<file path="src/rtl/computer.sv">
// rtl/computer.sv - 8-bit SAP-1.5 style microcomputer with 16x8 RAM and a 6-step microsequencer
module cpu_register (
    input  logic       clk,
    input  logic       rst_n,
    input  logic       load,
    input  logic [7:0] d,
    output logic [7:0] latched_data
);
    always_ff @(posedge clk or negedge rst_n) begin
        if (!rst_n) begin
            latched_data <= 8'h00;
        end else if (load) begin
            latched_data <= d;
        end
    end
endmodule

module computer #(
    parameter string MEM_INIT_FILE = ""
) (
    input  logic       clk,
    input  logic       reset,
    output logic [7:0] out_val
);
    localparam logic [2:0] T0 = 3'd0;
    localparam logic [2:0] T1 = 3'd1;
    localparam logic [2:0] T2 = 3'd2;
    localparam logic [2:0] T3 = 3'd3;
    localparam logic [2:0] T5 = 3'd5;

    localparam logic [3:0] OP_LDA = 4'h1;
    localparam logic [3:0] OP_LDB = 4'h2;
    localparam logic [3:0] OP_ADD = 4'h3;
    localparam logic [3:0] OP_SUB = 4'h4;
    localparam logic [3:0] OP_STA = 4'h5;
    localparam logic [3:0] OP_LDI = 4'h6;
    localparam logic [3:0] OP_JMP = 4'h7;
    localparam logic [3:0] OP_OUT = 4'hE;
    localparam logic [3:0] OP_HLT = 4'hF;

    // RAM image is fixed at initialisation only; reset never touches it.
    function automatic logic [15:0][7:0] init_image();
        logic [7:0]        img [16];
        logic [15:0][7:0]  flat;
        img = '{8'h1E, 8'h2F, 8'h30, 8'hE0, 8'hF0, 8'h00, 8'h00, 8'h00,
                8'h00, 8'h00, 8'h00, 8'h00, 8'h00, 8'h00, 8'h44, 8'h22};
        for (int i = 0; i < 16; i++) begin
            flat[i] = img[i];
        end
        return flat;
    endfunction

    logic [15:0][7:0] ram = init_image();

    logic [2:0] step;
    logic [3:0] pc;
    logic [3:0] mar;
    logic [7:0] ir;
    logic       carry;
    logic       zero;
    logic       halted;

    logic [7:0] a_val;
    logic [7:0] b_val;
    logic [7:0] a_next;
    logic       a_load;
    logic       b_load;

    logic [3:0] opcode;
    logic [3:0] operand;
    logic [7:0] ram_q;
    logic [8:0] sum;
    logic [8:0] diff;

    assign opcode  = ir[7:4];
    assign operand = ir[3:0];
    assign ram_q   = ram[mar];
    assign sum     = {1'b0, a_val} + {1'b0, b_val};
    assign diff    = {1'b0, a_val} - {1'b0, b_val};

    always_comb begin
        a_load = 1'b0;
        b_load = 1'b0;
        a_next = ram_q;
        if (!halted) begin
            if (step == T2 && opcode == OP_LDI) begin
                a_load = 1'b1;
                a_next = {4'h0, operand};
            end else if (step == T3) begin
                case (opcode)
                    OP_LDA: a_load = 1'b1;
                    OP_LDB: b_load = 1'b1;
                    OP_ADD: begin
                        a_load = 1'b1;
                        a_next = sum[7:0];
                    end
                    OP_SUB: begin
                        a_load = 1'b1;
                        a_next = diff[7:0];
                    end
                    default: ;
                endcase
            end
        end
    end

    cpu_register u_register_A (
        .clk          (clk),
        .rst_n        (reset),
        .load         (a_load),
        .d            (a_next),
        .latched_data (a_val)
    );

    cpu_register u_register_B (
        .clk          (clk),
        .rst_n        (reset),
        .load         (b_load),
        .d            (ram_q),
        .latched_data (b_val)
    );

    always_ff @(posedge clk or negedge reset) begin
        if (!reset) begin
            step    <= T0;
            pc      <= 4'h0;
            mar     <= 4'h0;
            ir      <= 8'h00;
            out_val <= 8'h00;
            carry   <= 1'b0;
            zero    <= 1'b0;
            halted  <= 1'b0;
        end else if (!halted) begin
            step <= (step == T5) ? T0 : step + 3'd1;
            case (step)
                T0: mar <= pc;
                T1: begin
                    ir <= ram_q;
                    pc <= pc + 4'd1;
                end
                T2: begin
                    case (opcode)
                        OP_LDA, OP_LDB, OP_STA: mar <= operand;
                        OP_JMP: pc      <= operand;
                        OP_OUT: out_val <= a_val;
                        OP_HLT: halted  <= 1'b1;
                        default: ;
                    endcase
                end
                T3: begin
                    // Carry on SUB means "no borrow", i.e. A >= B.
                    if (opcode == OP_ADD) begin
                        carry <= sum[8];
                        zero  <= (sum[7:0] == 8'h00);
                    end else if (opcode == OP_SUB) begin
                        carry <= ~diff[8];
                        zero  <= (diff[7:0] == 8'h00);
                    end
                end
                default: ;
            endcase
        end
    end

    always_ff @(posedge clk) begin
        if (!halted && step == T3 && opcode == OP_STA) begin
            ram[mar] <= a_val;
        end
    end
endmodule

</file>
<file path="config.mk">
export PLATFORM = sky130hd
export DESIGN_NAME = computer
export DESIGN_NICKNAME = d
export VERILOG_FILES = /design/src/rtl/computer.sv
export SDC_FILE = /design/constraint.sdc
export NUM_CORES = 1
export LEC_CHECK = 0
export BUFFER_PORTS_ARGS = -buffer_cell sky130_fd_sc_hd__buf_2
export CORE_MARGIN = 10
export CORE_UTILIZATION = 45
export DETAILED_ROUTE_END_ITERATION = 10
export SETUP_SLACK_MARGIN = 0.4
export SLEW_MARGIN = 10
export SYNTH_ARGS = -nofsm -noshare
export SYNTH_HDL_FRONTEND = slang
export SYNTH_SLANG_ARGS = --single-unit
</file>
<file path="constraint.sdc">
create_clock -name clk -period 2.5 [get_ports clk]
set_input_delay 0.25 -clock clk [delete_from_list [all_inputs] [get_ports clk]]
set_output_delay 0.25 -clock clk [all_outputs]
set_load 0.05 [all_outputs]
</file>
==> run metrics <==
status=completed; final hold viol count=0; multi-input logic area=between 2000 and 3000 sq um; top cells by area, synth=edfxtp_1, dfrtp_1, mux4_2; crit end category=flip-flop; Period Utilization, post-route=approximately 95%; Worst Clk Skew=roughly 9.3 ps; WP data required=2810 ps; Mapped Nets=between 400 and 500; setup_tns=0 ps; net switching power=1.07 mW; GR peak layer=met2; RSZ-0062 raised after global routing=yes; Critical Path Source=ir[7]; Worst-path clk slew=roughly 60 ps; worst slew pin tran=851 ps; library cells used by synthesis=52; Synth Area in XOR/XNOR=under 10%; TritonCTS clock tree=built; main combinational cell family by area after synthesis=multiplexers; sequential share of the synthesized area=66.8%; Crit path top cell by count=xnor2_1; H-tree levels=4; CTS root buf=clkbuf_16; Worst slew margin=a little over two fifths; Die Ht=around 150 um; Synth warnings=0; sequential power share=a little over half; worst min path class=in -> async; met1 Usage GRT=a little over a fifth; drt wl/cell=~22 um; met3 usage in global routing=under 10%; total track usage=~16%; layout cell share with drive strength beyond 1=between 30% and 40%; Synth Flop Type=edfxtp_1; row count=46; CTS Buf Count=17; worst skew pair latency=420 ps; f_max=421 MHz; Vias/cell=5.68; I/O pin total=10; number of synthesized register bits=~170; drt first-iter violations=362; static leakage=between 2 and 3 nW; critical path's slowest cell=dfrtp_1; pin count of the biggest net entering global routing=38; WS Path Type=reg -> reg; CP Capture Point=u_register_A.latched_data[5]; first-pass GRT wire length=around 26000 um; CP max FO=4; Slew Viols, Final=0; P per Cell Area=around 620 nW/um^2; routability cong.=about 0.82; initial antenna violation count=0; r2r endpoint=u_register_A.latched_data[5]; FF-to-FF setup slack=roughly 120 ps; CTS Buffer Depth=2; synthesized area=~7400 sq um; via count of the first global-routing pass=between 4000 and 5000; clock power share=46.3%; post-synthesis adder-cell area fraction=under 10%; startpoint types=flip-flop; Synth Area in Compound Gates=5.39%; Core Box Area=approximately 16000 sq um; initial cell density of the core=roughly 46%; total internal power=4.62 mW; die footprint=between 20000 and 25000 sq um; final antenna-violating net count=0; port bufs=9; # DRC=0; Fillers=between 1000 and 1500; Horiz. Die Dim=between 100 and 150 um; FF-to-FF path depth=12; synth-to-layout area growth=24.1%; power share of the combinational group=0.3%; area leader, netlist=edfxtp_1; Mean Syn Cell Area=16.6 sq um; Congestion Overflow GR=0; number of flops mapped to enable cells by yosys=between 100 and 150; Detailed Place HPWL=approximately 11000 um; Synth Area in Simple Gates=around 6.3%; Period minus WS final=2380 ps; area occupied by registers=4950 sq um; r2r startpoint=ir[7]; Sink Count=approximately 170; Routed WL=around 17000 um; GR Util met2=23.5%; Final setup viols=0; Ant. Diodes=0; Syn Inst Count=between 400 and 500; nets=~550; mux cell area share after synthesis=between 10% and 20%; fraction of registers with async set/reset=25.6%; total power=roughly 5.7 mW; Max Cap Viol=0; Initial DRT Pass Iterations=6; Sw Ratio=a little under a fifth; Synth top area share=51.9%; Crit path largest cell delay=approximately 380 ps; VDD IR-drop max=roughly 0.50 mV; routed vias=4319; Worst Path Arrival=between 2000 and 3000 ps; critical path, cell by cell=nand2b_4 > nor3_4 > buf_4 > buf_6 > a31oi_2 > xnor2_1 > ha_1 > a21oi_1 > o21ai_2 > xnor2_1 > nor2_1 > a221o_1
## cell type report
| cell class | count | share of cell area [%] |
|---|---|---|
| well taps | 216 | 2.94 |
| inverters | 12 | 0.490 |
| multi-input cells | 245 | 27.6 |
| repair buffers | 84 | 8.79 |
| flip-flops and latches | 172 | 53.8 |
| clock inverters | 10 | 1.54 |
| clock buffers | 22 | 4.83 |
## layer usage
metal	wire [um]	part of all wire, %	vias to the layer above
met2	8140	49	123
li1	-	-	1927
met1	7530	45	2243
met4	369	2.2	0
met3	738	4.4	26
met5	0	0	-
## Yosys cell counts (9+ instances only)
cell type,count
mux4_2,29
nand2_1,21
xnor2_1,13
a21oi_1,11
nor3_1,10
o21ai_0,21
ha_1,10
dfrtp_1,44
inv_1,12
mux2_2,22
edfxtp_1,128
mux4_1,9
nor2_1,26
## registers in the layout, indices dropped and copies added (netlist names)
name,count
ram,128
ir,8
out_val,8
u_register_A.latched_data,8
u_register_B.latched_data,8
mar,4
pc,4
step,3
halted,1
## worst min-delay path by stage
stage                                   endpoint  slack (ps)  depth (start not counted)
floorplan                                 halted         -50                          0
global placement    u_register_A.latched_data[7]         240                          1
detailed placement  u_register_A.latched_data[7]         250                          1
CTS                                        ir[3]         340                          2
global route                               ir[3]         390                          2
finish              u_register_A.latched_data[7]         330                          2
## layout by cell type, fill, tap and decap left out, types with 13 or more instances in the layout
cell type	count
edfxtp_1	128
buf_4	51
dfrtp_1	40
mux4_2	34
nor2_1	21
nand2_1	19
clkbuf_16	18
o21ai_0	16
mux2_2	15
xnor2_1	13
## timing repair
item	in CTS	in global routing
hold buffers	1	0
setup endpoints to repair	152	133
pin swaps	21	18
endpoints found under the hold margin	20	0
resized for setup	32	28
gates cloned	2	1
buffers inserted	16	11
## metrics by stage
stage          hold slack, ps  instances  util, %  area [sq um]  setup WS [ps]
4_1_cts                   344        749     56.0          8960            180
5_1_grt                   395        761     57.5          9190           1.50
2_1_floorplan           -45.6        445        -          7490            168
3_5_place_dp              250        698     50.6          8100           1.71
6_report                  331        761     57.5          9190            122
3_3_place_gp              243        698     50.6          8100           62.4
## power groups by stage
stage | registers (mW) | logic, mW | clock network (mW)
floorplan | 3.09 | 0.000000710 | 0
global placement | 3.09 | 0.0176 | 0
detailed placement | 3.09 | 0.0179 | 0
CTS | 3.04 | 0.0192 | 2.66
global route | 3.03 | 0.0214 | 2.79
finish | 3.04 | 0.0180 | 2.63
## worst max-delay path: cells and delay by family, from the launching register on
family / cells / cell delay (ps)
AO/OA/AOI/OAI: 4 / 580
XOR/XNOR: 2 / 320
adder cells (fa/ha/maj): 1 / 360
buffers and inverters: 2 / 240
flip-flops: 1 / 380
AND/OR/NAND/NOR: 3 / 390
## cell families (layout without fill, tap and decap cells)
logic type	Yosys count	after routing
DFF	172	172
and+or+nand+nor	91	91
adders and majority gates	11	11
muxes	65	65
AOI/OAI and AO/OA	64	64
buffers and inverters	28	128
xor gates and xnor gates	14	14
(Power assumes the default switching activity.)
